--- config.mk ---
export PLATFORM = sky130hd
export DESIGN_NAME = param_pipeline_processor
export DESIGN_NICKNAME = d
export VERILOG_FILES = /design/src/rtl/param_pipeline_processor.sv
export SDC_FILE = /design/constraint.sdc
export NUM_CORES = 1
export LEC_CHECK = 0
export BUFFER_PORTS_ARGS = -buffer_cell sky130_fd_sc_hd__buf_2
export CAP_MARGIN = 20
export CORE_ASPECT_RATIO = 1.4
export CORE_MARGIN = 5
export CORE_UTILIZATION = 55
export CTS_BUF_LIST = sky130_fd_sc_hd__clkbuf_4 sky130_fd_sc_hd__clkbuf_8 sky130_fd_sc_hd__clkbuf_16
export CTS_CLUSTER_DIAMETER = 120
export DETAILED_ROUTE_END_ITERATION = 10
export PLACE_DENSITY_LB_ADDON = 0.1
export SLEW_MARGIN = 20
export SYNTH_ARGS = -nofsm -noshare
export SYNTH_HDL_FRONTEND = slang
export SYNTH_SLANG_ARGS = --single-unit
--- constraint.sdc ---
create_clock -name clk -period 3.04 [get_ports clk]
set_input_delay 0 -clock clk [delete_from_list [all_inputs] [get_ports clk]]
set_output_delay 0 -clock clk [all_outputs]
set_load 0.1 [all_outputs]
--- src/rtl/param_pipeline_processor.sv ---
// Parametrised 4-stage (IF, ID, EX, WB) in-order core with separate instruction/data memories and a start/halt FSM.
// Optional feature macro: FORWARD_EN (EX/WB->EX and WB->ID operand bypass).
module param_pipeline_processor #(
    parameter  int DATA_W     = 8,
    parameter  int NREG       = 4,
    parameter  int IMEM_DEPTH = 16,
    parameter  int DMEM_DEPTH = 16,
    localparam int RAW        = $clog2(NREG),
    localparam int IW         = 3 + 3 * RAW,
    localparam int IAW        = $clog2(IMEM_DEPTH),
    localparam int DAW        = $clog2(DMEM_DEPTH),
    localparam int AW         = (IAW > DAW) ? IAW : DAW,
    localparam int PW         = (IW > DATA_W) ? IW : DATA_W
) (
    input  logic              clk,
    input  logic              rst_n,
    input  logic              start,
    input  logic              prog_we,
    input  logic              prog_sel,
    input  logic [AW-1:0]     prog_addr,
    input  logic [PW-1:0]     prog_wdata,
    input  logic [RAW-1:0]    dbg_raddr,
    output logic [DATA_W-1:0] dbg_rdata,
    output logic [IAW-1:0]    pc,
    output logic              busy,
    output logic              halted,
    output logic              wb_valid,
    output logic [RAW-1:0]    wb_rd,
    output logic [DATA_W-1:0] wb_data,
    output logic [15:0]       retired
);

    typedef enum logic [2:0] {
        OP_ADD  = 3'd0,
        OP_SUB  = 3'd1,
        OP_LOAD = 3'd2,
        OP_AND  = 3'd3,
        OP_OR   = 3'd4,
        OP_XOR  = 3'd5,
        OP_NOP  = 3'd6,
        OP_HALT = 3'd7
    } op_e;

    typedef enum logic [1:0] {
        S_IDLE   = 2'd0,
        S_RUN    = 2'd1,
        S_DRAIN  = 2'd2,
        S_HALTED = 2'd3
    } state_e;

    state_e              state_r, state_nxt_s;
    logic [IAW-1:0]      pc_r;
    logic [IW-1:0]       imem_r [IMEM_DEPTH];
    logic [DATA_W-1:0]   dmem_r [DMEM_DEPTH];
    logic [DATA_W-1:0]   regs_r [NREG];
    logic [15:0]         retired_r;

    logic                if_id_valid_r;
    logic [IW-1:0]       if_id_instr_r;
    logic                id_ex_valid_r;
    op_e                 id_ex_op_r;
    logic [RAW-1:0]      id_ex_rd_r;
    logic [DATA_W-1:0]   id_ex_a_r, id_ex_b_r;
`ifdef FORWARD_EN
    logic [RAW-1:0]      id_ex_rs1_r, id_ex_rs2_r;
`endif
    logic                ex_wb_valid_r;
    logic [RAW-1:0]      ex_wb_rd_r;
    logic [DATA_W-1:0]   ex_wb_data_r;

    op_e                 id_op_s;
    logic [RAW-1:0]      id_rd_s, id_rs1_s, id_rs2_s;
    logic                id_writes_s, id_halt_s;
    logic [DATA_W-1:0]   id_a_s, id_b_s, ex_a_s, ex_b_s, ex_result_s;
    logic                idle_like_s, start_ok_s;

    assign idle_like_s = (state_r == S_IDLE) || (state_r == S_HALTED);
    assign start_ok_s  = start && idle_like_s;

    // Decode and register read; NOP/HALT become bubbles that never write.
    always_comb begin
        id_op_s     = op_e'(if_id_instr_r[IW-1 -: 3]);
        id_rd_s     = if_id_instr_r[IW-4 -: RAW];
        id_rs1_s    = if_id_instr_r[IW-4-RAW -: RAW];
        id_rs2_s    = if_id_instr_r[RAW-1:0];
        id_writes_s = if_id_valid_r && (id_op_s != OP_NOP) && (id_op_s != OP_HALT);
        id_halt_s   = if_id_valid_r && (id_op_s == OP_HALT);
        id_a_s      = regs_r[id_rs1_s];
        id_b_s      = regs_r[id_rs2_s];
`ifdef FORWARD_EN
        if (ex_wb_valid_r && (ex_wb_rd_r == id_rs1_s)) begin
            id_a_s = ex_wb_data_r;
        end else begin
            id_a_s = regs_r[id_rs1_s];
        end
        if (ex_wb_valid_r && (ex_wb_rd_r == id_rs2_s)) begin
            id_b_s = ex_wb_data_r;
        end else begin
            id_b_s = regs_r[id_rs2_s];
        end
`endif
    end

    // Execute: operand bypass from EX/WB (when enabled) and ALU / data-memory read.
    always_comb begin
        ex_a_s      = id_ex_a_r;
        ex_b_s      = id_ex_b_r;
        ex_result_s = {DATA_W{1'b0}};
`ifdef FORWARD_EN
        if (ex_wb_valid_r && (ex_wb_rd_r == id_ex_rs1_r)) begin
            ex_a_s = ex_wb_data_r;
        end else begin
            ex_a_s = id_ex_a_r;
        end
        if (ex_wb_valid_r && (ex_wb_rd_r == id_ex_rs2_r)) begin
            ex_b_s = ex_wb_data_r;
        end else begin
            ex_b_s = id_ex_b_r;
        end
`endif
        case (id_ex_op_r)
            OP_ADD:  ex_result_s = ex_a_s + ex_b_s;
            OP_SUB:  ex_result_s = ex_a_s - ex_b_s;
            OP_LOAD: ex_result_s = dmem_r[ex_a_s[DAW-1:0]];
            OP_AND:  ex_result_s = ex_a_s & ex_b_s;
            OP_OR:   ex_result_s = ex_a_s | ex_b_s;
            OP_XOR:  ex_result_s = ex_a_s ^ ex_b_s;
            default: ex_result_s = {DATA_W{1'b0}};
        endcase
    end

    // Control FSM next-state: DRAIN waits until no writing instruction remains in ID/EX or EX/WB.
    always_comb begin
        state_nxt_s = state_r;
        case (state_r)
            S_IDLE, S_HALTED: begin
                if (start) state_nxt_s = S_RUN;
                else       state_nxt_s = state_r;
            end
            S_RUN: begin
                if (id_halt_s) state_nxt_s = S_DRAIN;
                else           state_nxt_s = S_RUN;
            end
            S_DRAIN: begin
                if (!id_ex_valid_r && !ex_wb_valid_r) state_nxt_s = S_HALTED;
                else                                  state_nxt_s = S_DRAIN;
            end
            default: state_nxt_s = S_IDLE;
        endcase
    end

    // FSM state register.
    always_ff @(posedge clk or negedge rst_n) begin
        if (!rst_n) state_r <= S_IDLE;
        else        state_r <= state_nxt_s;
    end

    // Fetch and pipeline registers; an accepted start restarts at address 0 with an empty pipe.
    always_ff @(posedge clk or negedge rst_n) begin
        if (!rst_n) begin
            pc_r          <= {IAW{1'b0}};
            if_id_valid_r <= 1'b0;
            if_id_instr_r <= {IW{1'b0}};
            id_ex_valid_r <= 1'b0;
            id_ex_op_r    <= OP_NOP;
            id_ex_rd_r    <= {RAW{1'b0}};
            id_ex_a_r     <= {DATA_W{1'b0}};
            id_ex_b_r     <= {DATA_W{1'b0}};
`ifdef FORWARD_EN
            id_ex_rs1_r   <= {RAW{1'b0}};
            id_ex_rs2_r   <= {RAW{1'b0}};
`endif
            ex_wb_valid_r <= 1'b0;
            ex_wb_rd_r    <= {RAW{1'b0}};
            ex_wb_data_r  <= {DATA_W{1'b0}};
        end else if (start_ok_s) begin
            pc_r          <= {IAW{1'b0}};
            if_id_valid_r <= 1'b0;
            id_ex_valid_r <= 1'b0;
            ex_wb_valid_r <= 1'b0;
        end else begin
            if ((state_r == S_RUN) && !id_halt_s) begin
                if_id_valid_r <= 1'b1;
                if_id_instr_r <= imem_r[pc_r];
                pc_r          <= pc_r + IAW'(1);
            end else begin
                if_id_valid_r <= 1'b0;
            end
            id_ex_valid_r <= id_writes_s;
            id_ex_op_r    <= id_op_s;
            id_ex_rd_r    <= id_rd_s;
            id_ex_a_r     <= id_a_s;
            id_ex_b_r     <= id_b_s;
`ifdef FORWARD_EN
            id_ex_rs1_r   <= id_rs1_s;
            id_ex_rs2_r   <= id_rs2_s;
`endif
            ex_wb_valid_r <= id_ex_valid_r;
            ex_wb_rd_r    <= id_ex_rd_r;
            ex_wb_data_r  <= ex_result_s;
        end
    end

    // Write-back into the register file and retire counting.
    always_ff @(posedge clk or negedge rst_n) begin
        if (!rst_n) begin
            for (int i = 0; i < NREG; i++) regs_r[i] <= {DATA_W{1'b0}};
            retired_r <= 16'd0;
        end else if (ex_wb_valid_r) begin
            regs_r[ex_wb_rd_r] <= ex_wb_data_r;
            retired_r          <= retired_r + 16'd1;
        end else begin
            retired_r <= retired_r;
        end
    end

    // Program port: memories are never reset and only accept writes while the core is stopped.
    always_ff @(posedge clk) begin
        if (prog_we && idle_like_s) begin
            if (prog_sel) dmem_r[prog_addr[DAW-1:0]] <= prog_wdata[DATA_W-1:0];
            else          imem_r[prog_addr[IAW-1:0]] <= prog_wdata[IW-1:0];
        end
    end

    assign dbg_rdata = regs_r[dbg_raddr];
    assign pc        = pc_r;
    assign busy      = (state_r == S_RUN) || (state_r == S_DRAIN);
    assign halted    = (state_r == S_HALTED);
    assign wb_valid  = ex_wb_valid_r;
    assign wb_rd     = ex_wb_rd_r;
    assign wb_data   = ex_wb_data_r;
    assign retired   = retired_r;

endmodule

==> metrics <==
outcome=completed; count of unresolved DRC violations after routing=0; critical path data required time=3500 ps; number of nets in the layout=1,068; Worst Hold Margin=31.86 ps; all-layer global routing usage=0.2003; Clock Tree Buf Depth=3; die area=32,250 um2; fraction of layout cells with a size suffix above 1=0.3036; number of gates given a new drive strength after cts=0; Filler Cells Inserted=2,086; width of the chip=153.2 um; initial antenna violation count=0; part of the cycle the worst path needs=0.8772; Seq/Total Area, Yosys=0.6712; Reg clk slew, reported paths=60 ps; buffers added on ports=60; Initial DRC Count=471; Mapped Avg Cell Area=17.37 um2; Tmin final=2667 ps; global-route wire length before repair=50,080 um; Synth Register Bits=369; startpoint-to-endpoint class of the critical path=reg2reg; largest incremental delay on the critical path=430 ps; final setup fails=0; vias per std cell=5.796; total routed wirelength=31,500 um; maximum net fanout on the critical path=11; number of nets produced by synthesis=959; layout overhead on the synthesized area=13.95%; endpoint kind of the worst setup timing path=flip-flop; share of flip-flops with an asynchronous set or reset after synthesis=0.2629; Netlist cell types=53; CTS Root Buffer Type=sky130_fd_sc_hd__clkbuf_16; post-synthesis instance area=15,790 um2; launching instance or port of the critical path=id_ex_op_r[2]; half-perimeter wire length after placement=20,980 um; number of instances in the synthesized netlist=909; number of placement rows=73; final clock skew=9.040 ps; headroom to the max-slew limit=0.4158; Setup Total Neg Slack=0 ps; count of synthesis-stage warnings from yosys=0; clock insertion delay at the later pin of the skew report=520 ps; slew at the pin closest to its max-slew limit=876.3 ps; VDD IR-drop max=0.5465 mV; startpoint of the most critical register-to-register path=id_ex_op_r[2]; via count=8,225; Max Clk Rate=0.3750 GHz; number of hold-repair buffers added at the cts stage=7; global route total overflow=0; CTS Sinks=369; type of origin of the critical path=flip-flop; class of the tightest hold or removal check=in2reg; EDFF count, synth=272; most used flip-flop cell after synthesis=sky130_fd_sc_hd__edfxtp_1; placed cell area=16,710 um2; Setup Buffers After CTS=0; diode count=0; Routed Antenna Nets=0; cell family with most CP delay=compound AO/OA/AOI/OAI gates; RSZ-0062 raised after global routing=no; WL per Instance=22.20 um; startpoint of the worst hold path=prog_wdata[5]; area inside the core boundary=28,410 um2; routability-driven placement congestion ratio=0.8340; worst slack at placement=380.6 ps; standby leakage power=6.624 nW; I/O pin count=61; sequence of cells on the critical path=nor3b_1, buf_4, nor2_1, xnor2_1, ha_1, nor2b_1, o31a_1, o41a_1, o221ai_1, o211a_1; maximum number of pins on one net before global-route repair=65; max cap viols=0; Die Y-Extent=210.5 um; Critical-path top delay cell=sky130_fd_sc_hd__dfstp_2; total count of hold-check failures in the final report=0; number of clock buffers inserted by TritonCTS=37; Final Max Slew Viols=0; PwrDens=1013 nW/um2; crit path buf inv count=1; CTS tree=done; final critical-path setup slack=373.2 ps; starting utilization of the core area=0.5559; first-pass iteration count of the detailed router=5; fin area=17,990 um2; vias in the first global route=8,618; arrival time at the worst endpoint=3130 ps; # H-tree levels=2
final cells by class:
| type | count | area [um2] | share of cell area |
|---|---|---|---|
| Multi-Input combinational cell | 471 | 4856 | 0.2699 |
| Clock buffer | 45 | 1021 | 0.05674 |
| Sequential cell | 369 | 10600 | 0.5891 |
| Tap cell | 375 | 469.2 | 0.02608 |
| Clock inverter | 20 | 193.9 | 0.01078 |
| Inverter | 26 | 97.59 | 0.005424 |
| Timing Repair Buffer | 113 | 755.7 | 0.04200 |
cells in the final DEF, fill, tap and decap left out, types with 8 or more instances in the layout:
| cell type | synthesis | routed |
|---|---|---|
| sky130_fd_sc_hd__xor2_1 | 8 | 8 |
| sky130_fd_sc_hd__buf_4 | 7 | 44 |
| sky130_fd_sc_hd__o21ai_0 | 28 | 28 |
| sky130_fd_sc_hd__edfxtp_1 | 272 | 272 |
| sky130_fd_sc_hd__clkinv_1 | 1 | 9 |
| sky130_fd_sc_hd__nor3_1 | 10 | 10 |
| sky130_fd_sc_hd__mux4_2 | 100 | 100 |
| sky130_fd_sc_hd__ha_1 | 29 | 29 |
| sky130_fd_sc_hd__nand2_1 | 70 | 70 |
| sky130_fd_sc_hd__clkbuf_16 | 0 | 39 |
| sky130_fd_sc_hd__nor2_1 | 57 | 57 |
| sky130_fd_sc_hd__buf_2 | 4 | 59 |
| sky130_fd_sc_hd__dfrtp_1 | 95 | 93 |
| sky130_fd_sc_hd__a21oi_1 | 16 | 16 |
| sky130_fd_sc_hd__mux2_2 | 43 | 43 |
| sky130_fd_sc_hd__inv_1 | 24 | 24 |
| sky130_fd_sc_hd__a31oi_1 | 10 | 10 |
| sky130_fd_sc_hd__nand3_1 | 13 | 13 |
| sky130_fd_sc_hd__xnor2_1 | 20 | 20 |
state kept, by name, summed over array words and instances (netlist names), 3 cells and up:
signal,flops
dmem_r,128
ex_a_s,8
ex_b_s,8
id_ex_op_r,3
if_id_instr_r,9
imem_r,144
pc,4
regs_r,32
retired,16
wb_data,8
metal layers:
metal | part of all wire | up-vias | track usage | routed length [um]
met5 | 0 | - | 0 | 0
met4 | 0.021 | 0 | 0.05872 | 653
li1 | - | 3757 | - | -
met3 | 0.050 | 47 | 0.03245 | 1577
met1 | 0.42 | 4200 | 0.2676 | 13100
met2 | 0.51 | 221 | 0.3445 | 16170
cell families after synthesis:
logic type      synth area share
compound gates           0.03090
xor+xnor                 0.01553
fa+ha+maj                0.02425
buf+inv                  0.02132
flops                     0.6712
mux                       0.1848
simple gates             0.05206
per-stage QoR:
stage | instances | power (mW) | util
after floorplan | 909 | 12.25 | -
after global placement | 1347 | 13.71 | 0.5882
after detailed placement | 1347 | 13.81 | 0.5882
after CTS | 1419 | 18.42 | 0.6334
after global routing | 1419 | 19.21 | 0.6334
final | 1419 | 18.23 | 0.6334
power by group:
part	internal [mW]	total, mW	switching, mW
logic	2.88	6.92	4.05
registers	6.02	6.75	0.731
clock network	2.73	4.55	1.83
worst reg2reg max path, cell delays in order (launching register included):
cell	delay, ps
sky130_fd_sc_hd__dfstp_2	430
sky130_fd_sc_hd__nor3b_1	350
sky130_fd_sc_hd__buf_4	210
sky130_fd_sc_hd__nor2_1	50
sky130_fd_sc_hd__xnor2_1	130
sky130_fd_sc_hd__ha_1	330
sky130_fd_sc_hd__nor2b_1	170
sky130_fd_sc_hd__o31a_1	280
sky130_fd_sc_hd__o41a_1	320
sky130_fd_sc_hd__o221ai_1	170
sky130_fd_sc_hd__o211a_1	160
path summary, 6_finish.rpt:
kind	slack [ps]	end	depth (start not counted)
worst min register to register	470	retired[15]	1
max in group asynchronous	2200	retired[0]	3
worst min-delay path	30	dmem_r[0][5]	1
worst max-delay path	370	wb_data[6]	10
min in group asynchronous	120	regs_r[13]	2
worst max register to register	370	wb_data[6]	10
synth_stat cells (all sizes together), types with 4 or more instances:
cell | number | area share
clkbuf | 25 | 0.0059
mux2 | 43 | 0.031
a21oi | 16 | 0.0051
nor3 | 10 | 0.0032
and3 | 5 | 0.0020
and2 | 4 | 0.0016
ha | 29 | 0.023
nand2 | 70 | 0.017
nand3 | 13 | 0.0041
a31oi | 10 | 0.0040
xnor2 | 20 | 0.011
mux2i | 5 | 0.0032
o21ai | 28 | 0.0089
nand4 | 4 | 0.0016
nor3b | 5 | 0.0027
inv | 25 | 0.0059
dfrtp | 95 | 0.15
xor2 | 8 | 0.0044
edfxtp | 272 | 0.52
buf | 18 | 0.0092
mux4 | 105 | 0.15
nor2b | 5 | 0.0020
nor2 | 57 | 0.014
Power figures use the tool's default switching activity.
